File: config.mk
export PLATFORM = sky130hd
export DESIGN_NAME = bus_arbiter_flat
export DESIGN_NICKNAME = d
export VERILOG_FILES = /design/src/rtl/cpu_pkg.sv /design/src/rtl/bus_arbiter_if.sv /design/src/rtl/bus_arbiter.sv /design/src/flat_wrapper.sv
export SDC_FILE = /design/constraint.sdc
export NUM_CORES = 1
export LEC_CHECK = 0
export ABC_AREA = 1
export BUFFER_PORTS_ARGS = -buffer_cell sky130_fd_sc_hd__buf_2
export CORE_AREA = 2 2 135 137
export DETAILED_ROUTE_END_ITERATION = 7
export DIE_AREA = 0 0 137 139
export PLACE_DENSITY = 0.69
export SYNTH_ARGS = -nofsm -noshare
export SYNTH_HDL_FRONTEND = slang
export SYNTH_SLANG_ARGS = --single-unit
File: constraint.sdc
create_clock -name clk -period 5.1 [get_ports clk]
set_clock_uncertainty 0.2 [all_clocks]
set_input_delay 0.255 -clock clk [delete_from_list [all_inputs] [get_ports clk]]
set_output_delay 0.255 -clock clk [all_outputs]
set_load 0.005 [all_outputs]
File: src/rtl/cpu_pkg.sv
// Shared CPU definitions: arbiter microinstruction op codes, arbiter states
// and the ARBI/ARBOPC command decode used by the microinstruction decoder.
package cpu_pkg;

  localparam int ADDR_W = 21;
  localparam int DATA_W = 72;

  localparam logic [3:0] ARBI_NOP   = 4'd0;
  localparam logic [3:0] ARBI_READ  = 4'd1;
  localparam logic [3:0] ARBI_WRITE = 4'd2;
  localparam logic [3:0] ARBI_EXEC  = 4'd3;
  localparam logic [3:0] ARBI_CLEAR = 4'd15;

  localparam logic [1:0] OPC_READ  = 2'd1;
  localparam logic [1:0] OPC_WRITE = 2'd2;

  localparam logic [1:0] ARB_IDLE = 2'd0;
  localparam logic [1:0] ARB_REQ  = 2'd1;
  localparam logic [1:0] ARB_XFER = 2'd2;
  localparam logic [1:0] ARB_ERR  = 2'd3;

  typedef enum logic [1:0] {
    CMD_NONE  = 2'd0,
    CMD_READ  = 2'd1,
    CMD_WRITE = 2'd2,
    CMD_CLEAR = 2'd3
  } arb_cmd_e;

  // EXEC takes its direction from the low bits of ARBOPC; unknown ARBI is NOP.
  function automatic arb_cmd_e arb_decode(input logic [3:0] arbi, input logic [1:0] opc_lo);
    arb_cmd_e cmd;
    case (arbi)
      ARBI_NOP:   cmd = CMD_NONE;
      ARBI_READ:  cmd = CMD_READ;
      ARBI_WRITE: cmd = CMD_WRITE;
      ARBI_EXEC: begin
        case (opc_lo)
          OPC_READ:  cmd = CMD_READ;
          OPC_WRITE: cmd = CMD_WRITE;
          default:   cmd = CMD_NONE;
        endcase
      end
      ARBI_CLEAR: cmd = CMD_CLEAR;
      default:    cmd = CMD_NONE;
    endcase
    return cmd;
  endfunction

endpackage

File: src/rtl/bus_arbiter_if.sv
// Common-bus handshake between the arbiter (master) and the memory side (slave).
interface bus_arbiter_if;
  import cpu_pkg::*;

  logic              bus_req;
  logic              bus_gnt;
  logic              bus_cyc;
  logic              bus_wr;
  logic [ADDR_W-1:0] bus_addr;
  logic [DATA_W-1:0] bus_wdata;
  logic [DATA_W-1:0] bus_rdata;
  logic              bus_ack;
  logic              bus_err;

  modport master (
    output bus_req, bus_cyc, bus_wr, bus_addr, bus_wdata,
    input  bus_gnt, bus_rdata, bus_ack, bus_err
  );

  modport slave (
    input  bus_req, bus_cyc, bus_wr, bus_addr, bus_wdata,
    output bus_gnt, bus_rdata, bus_ack, bus_err
  );
endinterface

File: src/rtl/bus_arbiter.sv
// Common-bus arbiter: runs one read or write transfer at a time on behalf of
// the microcode, with a watchdog and a sticky error cleared only by CLEAR.
module bus_arbiter
  import cpu_pkg::*;
#(
  parameter int unsigned TIMEOUT = 255
) (
  input  logic              clk,
  input  logic              reset,
  input  logic [3:0]        arbi,
  input  logic [3:0]        opc,
  input  logic [ADDR_W-1:0] addr,
  input  logic [DATA_W-1:0] wdata,
  output logic [DATA_W-1:0] rdata,
  output logic              rdy,
  output logic              err,
  bus_arbiter_if.master     bus
);

  localparam logic [7:0] WD_LAST = 8'(TIMEOUT - 32'd1);

  logic [1:0]        state_r;
  logic [1:0]        state_s;
  logic [7:0]        wd_r;
  logic [7:0]        wd_s;
  logic              accept_s;
  logic              rd_done_s;
  logic              busy_s;
  arb_cmd_e          cmd_s;
  logic              opc_unused_s;
  logic              bus_req_r;
  logic              bus_cyc_r;
  logic              bus_wr_r;
  logic [ADDR_W-1:0] bus_addr_r;
  logic [DATA_W-1:0] bus_wdata_r;
  logic [DATA_W-1:0] rdata_r;
  logic              rdy_r;
  logic              err_r;

  assign cmd_s        = arb_decode(arbi, opc[1:0]);
  assign opc_unused_s = ^opc[3:2];

  // Next state, watchdog and transfer-event decode.
  always_comb begin
    state_s   = state_r;
    wd_s      = wd_r;
    accept_s  = 1'b0;
    rd_done_s = 1'b0;
    case (state_r)
      ARB_IDLE: begin
        if ((cmd_s == CMD_READ) || (cmd_s == CMD_WRITE)) begin
          state_s  = ARB_REQ;
          wd_s     = 8'd0;
          accept_s = 1'b1;
        end else begin
          state_s = ARB_IDLE;
        end
      end
      ARB_REQ: begin
        // A grant on the expiry cycle is too late: there is no completion yet.
        if (wd_r == WD_LAST) begin
          state_s = ARB_ERR;
        end else if (bus.bus_gnt) begin
          state_s = ARB_XFER;
          wd_s    = wd_r + 8'd1;
        end else begin
          wd_s = wd_r + 8'd1;
        end
      end
      ARB_XFER: begin
        if (bus.bus_err) begin
          state_s = ARB_ERR;
        end else if (bus.bus_ack) begin
          state_s   = ARB_IDLE;
          rd_done_s = ~bus_wr_r;
        end else if (wd_r == WD_LAST) begin
          state_s = ARB_ERR;
        end else begin
          wd_s = wd_r + 8'd1;
        end
      end
      ARB_ERR: begin
        if (cmd_s == CMD_CLEAR) begin
          state_s = ARB_IDLE;
        end else begin
          state_s = ARB_ERR;
        end
      end
      default: begin
        state_s = ARB_IDLE;
      end
    endcase
  end

  assign busy_s = (state_s == ARB_REQ) || (state_s == ARB_XFER);

  // State, watchdog and all outputs registered from the next-state decode.
  always_ff @(posedge clk) begin
    if (reset) begin
      state_r     <= ARB_IDLE;
      wd_r        <= 8'd0;
      bus_req_r   <= 1'b0;
      bus_cyc_r   <= 1'b0;
      bus_wr_r    <= 1'b0;
      bus_addr_r  <= '0;
      bus_wdata_r <= '0;
      rdata_r     <= '0;
      rdy_r       <= 1'b1;
      err_r       <= 1'b0;
    end else begin
      state_r   <= state_s;
      wd_r      <= wd_s;
      bus_req_r <= busy_s;
      bus_cyc_r <= (state_s == ARB_XFER);
      rdy_r     <= ~busy_s;
      err_r     <= (state_s == ARB_ERR);
      if (accept_s) begin
        bus_addr_r  <= addr;
        bus_wdata_r <= wdata;
        bus_wr_r    <= (cmd_s == CMD_WRITE);
      end
      if (rd_done_s) begin
        rdata_r <= bus.bus_rdata;
      end
    end
  end

  assign bus.bus_req   = bus_req_r;
  assign bus.bus_cyc   = bus_cyc_r;
  assign bus.bus_wr    = bus_wr_r;
  assign bus.bus_addr  = bus_addr_r;
  assign bus.bus_wdata = bus_wdata_r;
  assign rdata         = rdata_r;
  assign rdy           = rdy_r;
  assign err           = err_r;

endmodule

File: src/flat_wrapper.sv
// flat-port wrapper written by rule: the top's interface ports become plain ports
module bus_arbiter_flat import cpu_pkg::*;
#(
  parameter int unsigned TIMEOUT = 255
)
  (clk, reset, arbi, opc, addr, wdata, rdata, rdy, err, bus_bus_req, bus_bus_cyc, bus_bus_wr, bus_bus_addr, bus_bus_wdata, bus_bus_gnt, bus_bus_rdata, bus_bus_ack, bus_bus_err);
  bus_arbiter_if bus_i ();
  input  logic clk;
  input  logic reset;
  input  logic [3:0] arbi;
  input  logic [3:0] opc;
  input  logic [ADDR_W-1:0] addr;
  input  logic [DATA_W-1:0] wdata;
  output logic [DATA_W-1:0] rdata;
  output logic rdy;
  output logic err;
  output wire logic [$bits(bus_i.bus_req)-1:0] bus_bus_req;
  output wire logic [$bits(bus_i.bus_cyc)-1:0] bus_bus_cyc;
  output wire logic [$bits(bus_i.bus_wr)-1:0] bus_bus_wr;
  output wire logic [$bits(bus_i.bus_addr)-1:0] bus_bus_addr;
  output wire logic [$bits(bus_i.bus_wdata)-1:0] bus_bus_wdata;
  input wire logic [$bits(bus_i.bus_gnt)-1:0] bus_bus_gnt;
  input wire logic [$bits(bus_i.bus_rdata)-1:0] bus_bus_rdata;
  input wire logic [$bits(bus_i.bus_ack)-1:0] bus_bus_ack;
  input wire logic [$bits(bus_i.bus_err)-1:0] bus_bus_err;
  assign bus_bus_req = bus_i.bus_req;
  assign bus_bus_cyc = bus_i.bus_cyc;
  assign bus_bus_wr = bus_i.bus_wr;
  assign bus_bus_addr = bus_i.bus_addr;
  assign bus_bus_wdata = bus_i.bus_wdata;
  assign bus_i.bus_gnt = bus_bus_gnt;
  assign bus_i.bus_rdata = bus_bus_rdata;
  assign bus_i.bus_ack = bus_bus_ack;
  assign bus_i.bus_err = bus_bus_err;
  bus_arbiter #(.TIMEOUT(TIMEOUT)) u_core (.clk(clk), .reset(reset), .arbi(arbi), .opc(opc), .addr(addr), .wdata(wdata), .rdata(rdata), .rdy(rdy), .err(err), .bus(bus_i));
endmodule
==> out/results.tsv, run 1 <==
stage	metric	value	unit
cells_and_area	layout_common_cells	nor2_1 (355), buf_2 (345), dfxtp_1 (180)	
cells_and_area	final_common_cell	nor2_1	
cells_and_area	drive_above_1_share	0.292	
yosys	ys_warn_count	0	
cells_and_area	fin_nets	1530	
setup_path	crit_buf_inv	4	
yosys	synth_area_per_cell	7.76	sq um
setup_path	path_delay_family	buffers and inverters	
timing	finalCriticalPeriod	2700	ps
clocking	cts_buffers	17	
global_route	grt_max_degree	96	
die	design.die.area	19000	sq um
drt	dr_total_vias	7437	
timing	tns	0	ps
setup_path	reg2reg_slack	2710	ps
cells_and_area	final_cells	1586	
placed_design	place_inst	1386	
placed_design	io_buffers	345	
clocking	cts.sinks	180	
die	rows	49	
timing	clock.fmax	371	MHz
drt	routed_wl	22200	um
power	p_leak	5.00	nW
global_route	grt_first_pass_wirelength	34200	um
setup_path	arrival	2850	ps
yosys	synth_xor_area_frac	0.00263	
power	total_power	3.32	mW
yosys	muxShareOfSynthArea	0	
die	core-area	17700	sq um
setup_path	path_cells	dlygate4sd3_1 -> buf_2 -> clkinv_2 -> buf_4 -> o21ai_0 -> nor2_1	
min_path	hold_depth	6	
yosys	seq_area_frac_synth	0.540	
die	initial_utilization	0.378	
timing	rsz0062_at_grt	no	
job	cap_violations	0	
yosys	ys_seq_elements	180	
clocking	path_clk_slew	70	ps
timing	setup_violations	0	
setup_path	cp-end-kind	register	
die	dieWidth	137	um
power	irDropWorstVdd	0.225	mV
outcome	status	complete, no violations	
power	powerDensity	311	nW/um^2
yosys	synth_adder_area_share	0.0188	
setup_path	critPathSlowestCell	buf_4	
drt	wire_per_inst	14.0	um
clocking	htree_levels	4	
die	dieHeight	139	um
clocking	cts_resized	0	
setup_path	cp_max_fo	92	
min_path	hold-path-endpoint	u_core.wd_r[2]	
setup_path	criticalPathCategory	in2reg	
clocking	clock-root-buffer	clkbuf_16	
yosys	yosys.area_share.simple	0.242	
yosys	synth_area	6670	sq um
drt	first_iter_violations	353	
clocking	clock_latency	420	ps
clocking	clockBufferDepth	2	
drt	ant_nets	0	
yosys	synth_top_family_by_area	simple AND/OR/NAND/NOR gates	
clocking	postCtsSetupBuffers	0	
timing	worst_slew_pin_slew	889	ps
min_path	holdCritStartpoint	bus_bus_err	
clocking	ctsHoldBuffers	166	
cells_and_area	n_fill_cell	1494	
global_route	antenna_found_initial	1	
clocking	cts_tree	yes	
placed_design	gp_congestion	0.818	
timing	fin_crit_sh	0.529	
setup_path	crit_path_max_incr_delay	720	ps
min_path	min_path_type	in2reg	
drt	viasPerCell	4.69	
setup_path	reg2reg_to	u_core.wd_r[5]	
global_route	grt_usage	0.224	
timing	final-max-slew-violation-count	0	
yosys	synth_nets	1048	
die	ios	348	
cells_and_area	syn_to_final_growth	59.6	%
setup_path	r2r_cells	9	
yosys	postSynthCellCount	860	
drt	drc	0	
timing	hold_viol_final	0	
timing	relSlewSlack	0.408	
global_route	grt_pass1_vias	7083	
drt	first_pass_iters	5	
setup_path	start_kind	input port	
yosys	ys_types	32	
global_route	overflow	0	
yosys	synth_compound_area_frac	0.140	
setup_path	r2r_start	u_core.state_r[0]	
placed_design	dpl.hpwl	13000	um
setup_path	critical_path_required	5260	ps
[area by class of cell]
class	instances	area (sq um)	share of cell area
antenna	2	5.00	0.000470
clock buffer	19	433	0.0407
clock inverter	13	115	0.0108
inverter	22	86.3	0.00811
multi-input combinational	605	2690	0.253
sequential	180	3600	0.338
tap	229	287	0.0269
timing repair buffer	516	3430	0.322
[Yosys cell counts (all sizes together)]
library cell | n | area [sq um]
o21bai | 1 | 7.51
nor4 | 1 | 6.26
buf | 23 | 129
a21oi | 8 | 43.8
xor2 | 1 | 8.76
dfxtp | 180 | 3600
nor3 | 2 | 10.0
clkbuf | 30 | 163
nand3b | 1 | 7.51
inv | 22 | 85.1
a31oi | 1 | 6.26
xnor2 | 1 | 8.76
o21ai | 172 | 872
ha | 10 | 125
or2 | 2 | 12.5
nor2 | 358 | 1370
nand3 | 11 | 70.1
and2 | 1 | 6.26
a22oi | 1 | 7.51
nand2 | 34 | 133
[per-layer routing]
metal / GRT usage / wire length [um]
met2: 0.385 / 11100
met4: 0.0982 / 691
met5: 0 / 0
met1: 0.252 / 8880
met3: 0.0694 / 1610
[cell families (layout without fill, tap and decap cells)]
kind of cell | after synthesis | after routing
other | 0 | 2
buffers and inverters | 75 | 570
AND/OR/NAND/NOR | 410 | 410
adder cells (fa/ha/maj) | 10 | 10
AO/OA/AOI/OAI | 183 | 183
XOR/XNOR | 2 | 2
flip-flops | 180 | 180
[worst reg2reg max path, stage by stage, from the launching register on]
cell and delay (ps):
dfxtp_1 380, inv_1 80, ha_1 250, nand2_2 100, buf_4 630, nand2_1 200
nand3_2 220, nor2_1 80, nor2_1 90, nor2_1 40
[worst max path at each step]
stage,from,end,slack (ps),depth (start not counted)
detailed placement,arbi[1],u_core.wd_r[0],2160,15
CTS,reset,u_core.rdata[59],2510,6
global placement,arbi[1],u_core.wd_r[7],2200,15
global route,reset,u_core.rdata[38],2280,6
floorplan,arbi[1],u_core.bus.bus_req,2990,13
finish,reset,u_core.rdata[37],2400,6
[registers in the layout (all words and copies together), names as in the netlist]
signal / cells
u_core.rdy: 1
u_core.state_r: 2
u_core.bus.bus_cyc: 1
u_core.bus.bus_req: 1
u_core.err: 1
u_core.bus.bus_wdata: 72
u_core.bus.bus_wr: 1
u_core.bus.bus_addr: 21
u_core.wd_r: 8
u_core.rdata: 72
[report_power, final]
| group | internal (mW) | switching (mW) | leakage, nW |
|---|---|---|---|
| Combinational | 0.271 | 0.269 | 3.27 |
| Clock | 0.642 | 0.588 | 0.265 |
| Sequential | 1.50 | 0.0469 | 1.47 |
[stage by stage]
stage	hold WS, ps	instance area, sq um	utilization	setup slack (ps)
global placement	256	8430	0.478	2200
CTS	132	10600	0.603	2510
finish	155	10600	0.603	2400
detailed placement	265	8430	0.478	2160
floorplan	219	6670	-	2990
global route	166	10600	0.603	2280
(Power assumes the default switching activity.)
==> run 2, diff against run 1 <==
- CORE_AREA: 2 2 135 137 -> 2 2 137 139
- DIE_AREA: 0 0 137 139 -> 0 0 139 141
- PLACE_DENSITY: 0.69 -> 0.67
- clock period: 5.1 -> 2.8 ns (I/O delays scaled with it)
==> run 2 against run 1 <==
Against the previous run:
- via count is 0.85% higher
- global-route usage is 0.60 points lower
- first-iteration DRC count is 7.6% lower
- critical endpoint is now u_core.bus.bus_req
- count of clock-buffer cells in the layout is 1 lower
- total power is 95% higher
- largest cell class unchanged
- highest routed layer unchanged
- register-to-register slack worse by 2000 ps
- cell area is 2.1% higher
- cell count is 0.57% higher
- combinational power is 85% higher
- non-clock buffer count is 6 higher
- core utilization is 0.78 points lower
- die area is 2.9% higher
==> out/results.tsv, run 2 (synthesis gave the netlist of run 1 again) <==
stage	metric	value	unit
die	design.die.area	19600	sq um
drt	first_pass_iters	5	
timing	tns	0	ps
setup_path	reg2reg_slack	750	ps
power	irDropWorstVdd	0.415	mV
cells_and_area	syn_to_final_growth	63.0	%
drt	viasPerCell	4.70	
min_path	hold-path-endpoint	u_core.wd_r[6]	
cells_and_area	drive_above_1_share	0.296	
setup_path	arrival	2170	ps
clocking	postCtsSetupBuffers	0	
setup_path	cp_max_fo	5	
power	power_frac_comb	0.155	
cells_and_area	layout_common_cells	nor2_1 (355), buf_2 (345), dfxtp_1 (180)	
global_route	grt_usage	0.218	
drt	first_iter_violations	326	
timing	hold_viol_final	0	
clocking	htree_levels	4	
cells_and_area	fin_nets	1536	
setup_path	criticalPathCategory	reg2reg	
timing	finalCriticalPeriod	2050	ps
clocking	cts_tree	yes	
drt	ant_nets	0	
timing	fin_crit_sh	0.731	
setup_path	cp-end-kind	register	
setup_path	critical_path_required	2920	ps
cells_and_area	multiInputGateArea	2690	sq um
setup_path	start_kind	register	
placed_design	gp_congestion	0.822	
drt	routed_wl	22200	um
timing	relSlewSlack	0.723	
drt	top_layer	met4	
placed_design	dpl.hpwl	13700	um
setup_path	r2r_cells	9	
timing	finalWorstSetupSlack	754	ps
global_route	overflow	0	
setup_path	crit_path_max_incr_delay	390	ps
clocking	clock-root-buffer	clkbuf_16	
cells_and_area	register_area	3600	sq um
clocking	cts_buffers	17	
outcome	status	complete, no violations	
clocking	cts.sinks	180	
timing	setup_violations	0	
die	core-area	18300	sq um
placed_design	io_buffers	345	
die	initial_utilization	0.365	
setup_path	critPathSlowestCell	dfxtp_1	
power	powerDensity	594	nW/um^2
setup_path	reg2reg_to	u_core.bus.bus_req	
setup_path	r2r_start	u_core.state_r[0]	
job	cap_violations	0	
clocking	clockBufferDepth	2	
power	swShare	0.251	
cells_and_area	final_common_cell	nor2_1	
global_route	grt_first_pass_wirelength	34900	um
drt	dr_total_vias	7500	
drt	wl_met3	1420	um
power	p_leak	5.11	nW
setup_path	crit_top_cell	inv_1	
cells_and_area	diodes	0	
clocking	cts_resized	0	
drt	drc	0	
timing	final-max-slew-violation-count	0	
global_route	grt_pass1_vias	7159	
timing	worst_slew_pin_slew	416	ps
power	p_int	4.84	mW
min_path	hold_depth	6	
drt	wl_met1	8940	um
cells_and_area	n_fill_cell	1553	
power	power_frac_clock	0.410	
global_route	grt_max_degree	83	
min_path	holdCritStartpoint	bus_bus_err	
drt	wire_per_inst	13.9	um
timing	clock.fmax	489	MHz
power	switchingPower	1.62	mW
clocking	ctsHoldBuffers	166	
clocking	clock_latency	420	ps
die	ios	348	
setup_path	path_cells	inv_1 -> ha_1 -> a22oi_1 -> nand3_1 -> nand2_1 -> inv_1 -> ha_1 -> nand2_1 -> inv_1	
timing	rsz0062_at_grt	no	
die	dieHeight	141	um
min_path	min_path_type	in2reg	
clocking	path_clk_slew	70	ps
drt	wl_met2	11200	um
power	p_seq_frac	0.435	
timing	holdWs	27.5	ps
global_route	antenna_found_initial	0	
die	rows	50	
placed_design	place_ws	438	ps
die	dieWidth	139	um
-- run 2: final cells by class --
type,instances,area share
well taps,234,0.0269
inverters,22,0.00794
clock inverters,14,0.0206
multi-input cells,605,0.248
repair buffers,522,0.326
clock buffers,18,0.0395
flip-flops and latches,180,0.331
-- run 2: through the flow --
stage                     cells  instance area (sq um)  power (mW)  utilization
final                      1595                  10900        6.46        0.595
after global routing       1595                  10900        6.77        0.595
after CTS                  1595                  10900        6.50        0.595
after detailed placement   1397                   8560        3.67        0.469
after global placement     1397                   8560        3.65        0.469
after floorplan             860                   6670        3.28            -
-- run 2: metal layers --
| metal | vias up | GRT usage |
|---|---|---|
| met2 | 309 | 0.385 |
| met3 | 58 | 0.0564 |
| met1 | 3410 | 0.249 |
| met5 | - | 0 |
| li1 | 3723 | - |
| met4 | 0 | 0.0973 |
-- run 2: critical path, delay by kind of cell, from the launching register on --
kind                     cells  cell delay (ps)
adder cells (fa/ha/maj)      2              560
flip-flops                   1              390
AND/OR/NAND/NOR              3              310
AO/OA/AOI/OAI                1              290
buffers and inverters        3              190
-- run 2: power groups by stage --
stage | sequential, mW | clock, mW | combinational, mW
final | 2.81 | 2.65 | 1.00
after global routing | 2.83 | 2.82 | 1.11
after floorplan | 2.88 | 0 | 0.392
after global placement | 2.86 | 0 | 0.790
after detailed placement | 2.87 | 0 | 0.801
after CTS | 2.81 | 2.70 | 0.989
-- run 2: how the worst max path moves through the flow --
stage / start / to / slack, ps / cells past startpoint
finish: u_core.state_r[0] / u_core.bus.bus_req / 750 / 9
global route: u_core.state_r[0] / u_core.bus.bus_req / 530 / 13
CTS: u_core.state_r[0] / u_core.bus.bus_req / 730 / 9
detailed placement: arbi[1] / u_core.bus.bus_req / 440 / 14
global placement: arbi[1] / u_core.bus.bus_req / 490 / 14
floorplan: arbi[1] / u_core.bus.bus_req / 800 / 13
